### src/rtl/pipe_mem_reader.sv
// Load unit: 256x16 data memory read through a two-stage pipeline into a
// credit-limited response FIFO, with a write-first bypass on the S2 read.
module pipe_mem_reader #(
  parameter int DW    = 16,
  parameter int AW    = 8,
  parameter int RW    = 4,
  parameter int DEPTH = 4
) (
  input  logic          clk,
  input  logic          rst_n,
  input  logic          wr_en,
  input  logic [AW-1:0] wr_addr,
  input  logic [DW-1:0] wr_data,
  input  logic          req_valid,
  output logic          req_ready,
  input  logic [AW-1:0] req_addr,
  input  logic [RW-1:0] req_rd,
  output logic          rsp_valid,
  input  logic          rsp_ready,
  output logic [DW-1:0] rsp_data,
  output logic [RW-1:0] rsp_rd,
  output logic [AW-1:0] rsp_addr,
  output logic          busy
);

  localparam int PW = $clog2(DEPTH);
  localparam int CW = PW + 2;

  typedef struct packed {
    logic          v;
    logic [AW-1:0] addr;
    logic [RW-1:0] rd;
  } s1_t;

  typedef struct packed {
    logic          v;
    logic [DW-1:0] data;
    logic [AW-1:0] addr;
    logic [RW-1:0] rd;
  } s2_t;

  typedef struct packed {
    logic [DW-1:0] data;
    logic [RW-1:0] rd;
    logic [AW-1:0] addr;
  } rsp_t;

  logic [DW-1:0] mem [2**AW];
  rsp_t          fifo [DEPTH];

  s1_t           s1;
  s2_t           s2;
  rsp_t          last;
  rsp_t          head;
  logic [PW-1:0] wptr;
  logic [PW-1:0] rptr;
  logic [PW:0]   count;
  logic [CW-1:0] credits;
  logic [DW-1:0] rd_data;
  logic          accept;
  logic          push;
  logic          pop;

  // Every slot in S1, S2 or the FIFO holds one credit, so S2 never stalls.
  assign credits   = CW'(count) + CW'(s1.v) + CW'(s2.v);
  assign req_ready = rst_n & (credits < CW'(DEPTH));

  assign accept    = req_valid & req_ready;
  assign push      = s2.v;
  assign rsp_valid = (count != '0);
  assign pop       = rsp_valid & rsp_ready;
  assign busy      = s1.v | s2.v | rsp_valid;

  assign rd_data = (wr_en && (wr_addr == s1.addr))
                 ? wr_data : mem[s1.addr];

  // Empty FIFO shows the last popped entry rather than a stale slot.
  assign head = rsp_valid ? fifo[rptr] : last;
  assign {rsp_data, rsp_rd, rsp_addr} = head;

  always_ff @(posedge clk) begin
    if (wr_en) mem[wr_addr] <= wr_data;
  end

  always_ff @(posedge clk) begin
    if (push) fifo[wptr] <= '{data: s2.data, rd: s2.rd, addr: s2.addr};
  end

  always_ff @(posedge clk or negedge rst_n) begin
    if (!rst_n) begin
      s1 <= '0;
      s2 <= '0;
    end else begin
      if (accept) s1 <= '{v: 1'b1, addr: req_addr, rd: req_rd};
      else        s1.v <= 1'b0;
      s2 <= '{v: s1.v, data: rd_data, addr: s1.addr, rd: s1.rd};
    end
  end

  always_ff @(posedge clk or negedge rst_n) begin
    if (!rst_n) begin
      wptr  <= '0;
      rptr  <= '0;
      count <= '0;
      last  <= '0;
    end else begin
      if (push) wptr <= wptr + 1'b1;
      if (pop) begin
        rptr <= rptr + 1'b1;
        last <= fifo[rptr];
      end
      unique case ({push, pop})
        2'b10:   count <= count + 1'b1;
        2'b01:   count <= count - 1'b1;
        default: count <= count;
      endcase
    end
  end

  a_no_overflow : assert property (@(posedge clk) disable iff (!rst_n)
    !(push && !pop && (count == (PW+1)'(DEPTH))));

  a_no_underflow : assert property (@(posedge clk) disable iff (!rst_n)
    !(pop && (count == '0)));

endmodule

### config.mk
export PLATFORM = sky130hd
export DESIGN_NAME = pipe_mem_reader
export DESIGN_NICKNAME = d
export VERILOG_FILES = /design/src/rtl/pipe_mem_reader.sv
export SDC_FILE = /design/constraint.sdc
export NUM_CORES = 2
export LEC_CHECK = 0
export CAP_MARGIN = 10
export CORE_ASPECT_RATIO = 0.5
export CORE_MARGIN = 5
export CORE_UTILIZATION = 60
export DETAILED_ROUTE_END_ITERATION = 8
export DONT_BUFFER_PORTS = 1
export PLACE_DENSITY = 0.76
export SLEW_MARGIN = 25
export SYNTH_ARGS = -nofsm -noshare
export SYNTH_HDL_FRONTEND = slang
export SYNTH_MEMORY_MAX_BITS = 65536
export SYNTH_SLANG_ARGS = --single-unit
### constraint.sdc
create_clock -name clk -period 3.75 [get_ports clk]
set_input_delay 0.75 -clock clk [delete_from_list [all_inputs] [get_ports clk]]
set_output_delay 0.75 -clock clk [all_outputs]
set_load 0.05 [all_outputs]
==> results.sh <==
export IMPL_status="complete, but fails checks"
export IMPL_violations="hold timing, slew limit, setup timing"
export IMPL_drive_gt1_share_pct=23.4
export IMPL_cts_htree_levels=5
export IMPL_fmax_ghz=0.258
export IMPL_dp_hpwl_um=243000
export IMPL_core_area_mm2=0.271
export IMPL_clock_latency_ns=0.91
export IMPL_synth_edf_count=4208
export IMPL_clk_path_buf_depth=4
export IMPL_die_w_um=750
export IMPL_routed_wl_um=441000
export IMPL_finalCritPeriodShare_pct=103
export IMPL_crit_chain="buf_12 -> buf_4 -> buf_6 -> mux4_2 -> a22oi_1 -> nand2_1 -> a22oi_1 -> a31o_2 -> a21oi_1"
export IMPL_hold_worst_slack_ns=-0.0372
export IMPL_finalSetupViolations=3
export IMPL_slowest_delay_ns=0.76
export IMPL_area_growth_syn_to_layout_pct=11.9
export IMPL_dp_slack_ns=-0.392
export IMPL_grt_util_all_layers_pct=30.8
export IMPL_ys_ff_latch=4285
export IMPL_fin_tns_setup_ns=-0.246
export IMPL_cts_setup_buffers=0
export IMPL_slew_headroom_pct=-0.219
export IMPL_synth_most_common_cell="edfxtp_1"
export IMPL_port_buffers=0
export IMPL_max_cap_violations=0
export IMPL_cts_tree="yes"
export IMPL_syn_nets=7875
export IMPL_min_period_ns=3.88
export IMPL_hold_path_class="in -> reg"
export IMPL_overflow=0
export IMPL_final_hold_viol_count=11
export IMPL_initial_core_util_pct=60.4
export IMPL_pin_count=72
export IMPL_drt_iter0_markers=16300
export IMPL_rows=135
export IMPL_irDropWorstVdd_mv=0.745
export IMPL_synth_area_mm2=0.164
export IMPL_arrival_ns=4.67
export IMPL_vias=86000
export IMPL_synth_largest_area_cell="edfxtp_1"
export IMPL_yosysUniqueCellTypes=57
export IMPL_nets=8374
export IMPL_cts_buffers=357
export IMPL_top_layer="met5"
export IMPL_crit_slowest_cell="a22oi_1"
export IMPL_rsz0062_at_grt="no"
export IMPL_wl_met3_um=68800
export IMPL_clk_pin_slew_ns=0.07
export IMPL_syn_inst=7827
export IMPL_grt_pass1_vias=84200
export IMPL_finalPower_mw=130
export IMPL_fin_ws_ns=-0.126
export IMPL_grt_start_max_net_pins=258
export IMPL_synth_warnings=0
export IMPL_cts_sink_count=4285
export IMPL_final_util_pct=67.6
export IMPL_antenna_left=0
export IMPL_wl_met2_um=199000
export IMPL_power_density_mw_per_mm2=706
export IMPL_startpoint_type="flip-flop"
export IMPL_ys_seq_area_share_pct=78.2
export IMPL_synth_ff_type="edfxtp_1"
export IMPL_wl_per_cell_um=36.0
export IMPL_root_buffer="clkbuf_16"
export IMPL_finalClockSkew_ns=0.0620
export IMPL_leakage_nw=57.6
export IMPL_synthTopCellsByCount="4208 x edfxtp_1, 790 x mux4_2, 440 x mux2i_1"
export IMPL_syn_avg_cell_area_um2=21.0
export IMPL_drt_vias_per_instance=7.02
export IMPL_synth_top_area_share_pct=77.0
export IMPL_fp_dieH_um=380
export IMPL_crit_top_cell="a22oi_1"
export IMPL_critPathKind="reg -> reg"
export IMPL_wl_met1_um=155000
export IMPL_critPathMaxFanout=35
export IMPL_worst_pin_slew_ns=1.50
export IMPL_ys_async_sr_fraction_pct=1.80
export IMPL_maxSlewViolCount=12
export IMPL_cp_end_kind="flip-flop"
export IMPL_worstPathRequired_ns=4.54
export IMPL_synth_area_top_cells="edfxtp_1 77%, mux4_2 11%, mux2i_1 2.7%, a22oi_1 1.2%, dfrtp_1 1.2%"
export IMPL_die_area_mm2=0.285
export IMPL_drc=0
export IMPL_dr_pass1_iters=9
export IMPL_grt_pass1_wl_um=626000
export IMPL_gp_congestion=0.944
export IMPL_antenna_found_initial=24
[per-layer routing]
metal	up-vias	GRT usage, %
li1	33800	-
met5	-	0
met2	6959	45.3
met4	20	10.0
met1	44300	44.2
met3	977	10.4
[area by class of cell]
class / count / area [um^2]
sequential: 4285 / 128000
fill: 16200 / 87900
multi-input combinational: 3044 / 33600
clock buffer: 470 / 9670
timing repair buffer: 622 / 5750
tap: 3630 / 4540
clock inverter: 175 / 1580
inverter: 16 / 60.1
antenna: 10 / 25.0
[flip-flops by register name, summed over array words and instances, names as in the netlist]
signal,count
push,1
count,3
s2,28
mem,4096
rptr,2
s1,13
fifo,112
last,28
wptr,2
[path summary, 6_finish.rpt]
check / from / end / slack, ns / cells past startpoint
setup / recovery: s1[4]$_DFFE_PN0P_ / s2[13]$_DFF_PN0_ / -0.13 / 9
hold / removal: wr_data[2] / mem[65][2]$_DFFE_PP_ / -0.04 / 0
setup reg to reg: s1[4]$_DFFE_PN0P_ / s2[13]$_DFF_PN0_ / -0.13 / 9
hold reg to reg: s1[3]$_DFFE_PN0P_ / s2[3]$_DFF_PN0_ / 0.38 / 0
max in group asynchronous: rst_n / s1[5]$_DFFE_PN0P_ / 2.81 / 2
min in group asynchronous: rst_n / wptr[1]$_DFFE_PN0P_ / 0.40 / 2
[cells by family (layout without fill, tap and decap cells)]
logic type	Yosys count	after routing	share of synthesized area [%]
adders and majority gates	7	7	0.0580
other	0	10	0
buffers and inverters	498	1283	1.50
xor gates and xnor gates	14	14	0.0747
muxes	1289	1289	13.9
and+or+nand+nor	796	796	2.16
DFF	4285	4285	78.2
AOI/OAI and AO/OA	938	938	4.09
[placed cells by master, fill, tap and decap left out, types with 21 or more instances in the layout]
| master | netlist | layout |
|---|---|---|
| edfxtp_1 | 4208 | 4208 |
| nand4_1 | 42 | 42 |
| o221ai_1 | 71 | 71 |
| clkbuf_1 | 279 | 93 |
| nor3_1 | 82 | 77 |
| o22ai_1 | 129 | 129 |
| nand2_1 | 207 | 207 |
| a21oi_1 | 99 | 98 |
| nor2b_1 | 75 | 74 |
| clkbuf_16 | 0 | 368 |
| mux4_2 | 790 | 790 |
| dlygate4sd3_1 | 0 | 21 |
| clkinv_1 | 3 | 63 |
| mux2i_1 | 440 | 440 |
| bufinv_16 | 0 | 26 |
| o21ai_0 | 101 | 98 |
| dfrtp_1 | 77 | 71 |
| buf_4 | 45 | 522 |
| a211oi_1 | 121 | 121 |
| buf_12 | 1 | 60 |
| nor2_1 | 320 | 312 |
| clkinv_2 | 0 | 62 |
| a221oi_1 | 63 | 63 |
| mux2_2 | 59 | 59 |
| nand3_1 | 26 | 22 |
| a2111oi_0 | 30 | 30 |
| a22oi_1 | 262 | 248 |
[where the power goes]
group	internal [mW]	switching (mW)	leakage [nW]	total [mW]
Clock	20.0	16.9	5.50	37.0
Sequential	53.4	0.965	38.8	54.3
Combinational	15.0	23.3	13.4	38.3
Total	88.4	41.3	57.6	130
[metrics by stage]
step	cells	cell area, um^2
2_1_floorplan	7827	164000
3_3_place_gp	11600	172000
3_5_place_dp	11600	172000
4_1_cts	12200	183000
5_1_grt	12200	184000
6_report	12300	184000
[critical path, delay by kind of cell (launching register included)]
family,cells,cell delay (ns)
buf+inv,3,0.97
mux,1,0.59
flops,1,0.50
compound gates,4,1.50
simple gates,1,0.17
[what timing repair did]
item | CTS | global route
endpoints found under the setup margin | 13 | 11
cloned | 1 | 1
pin swaps | 0 | 2
hold buffers | 34 | 1
endpoints found under the hold margin | 688 | 4
gates resized for setup | 15 | 15
No activity file was read; power rests on OpenSTA's default activity.
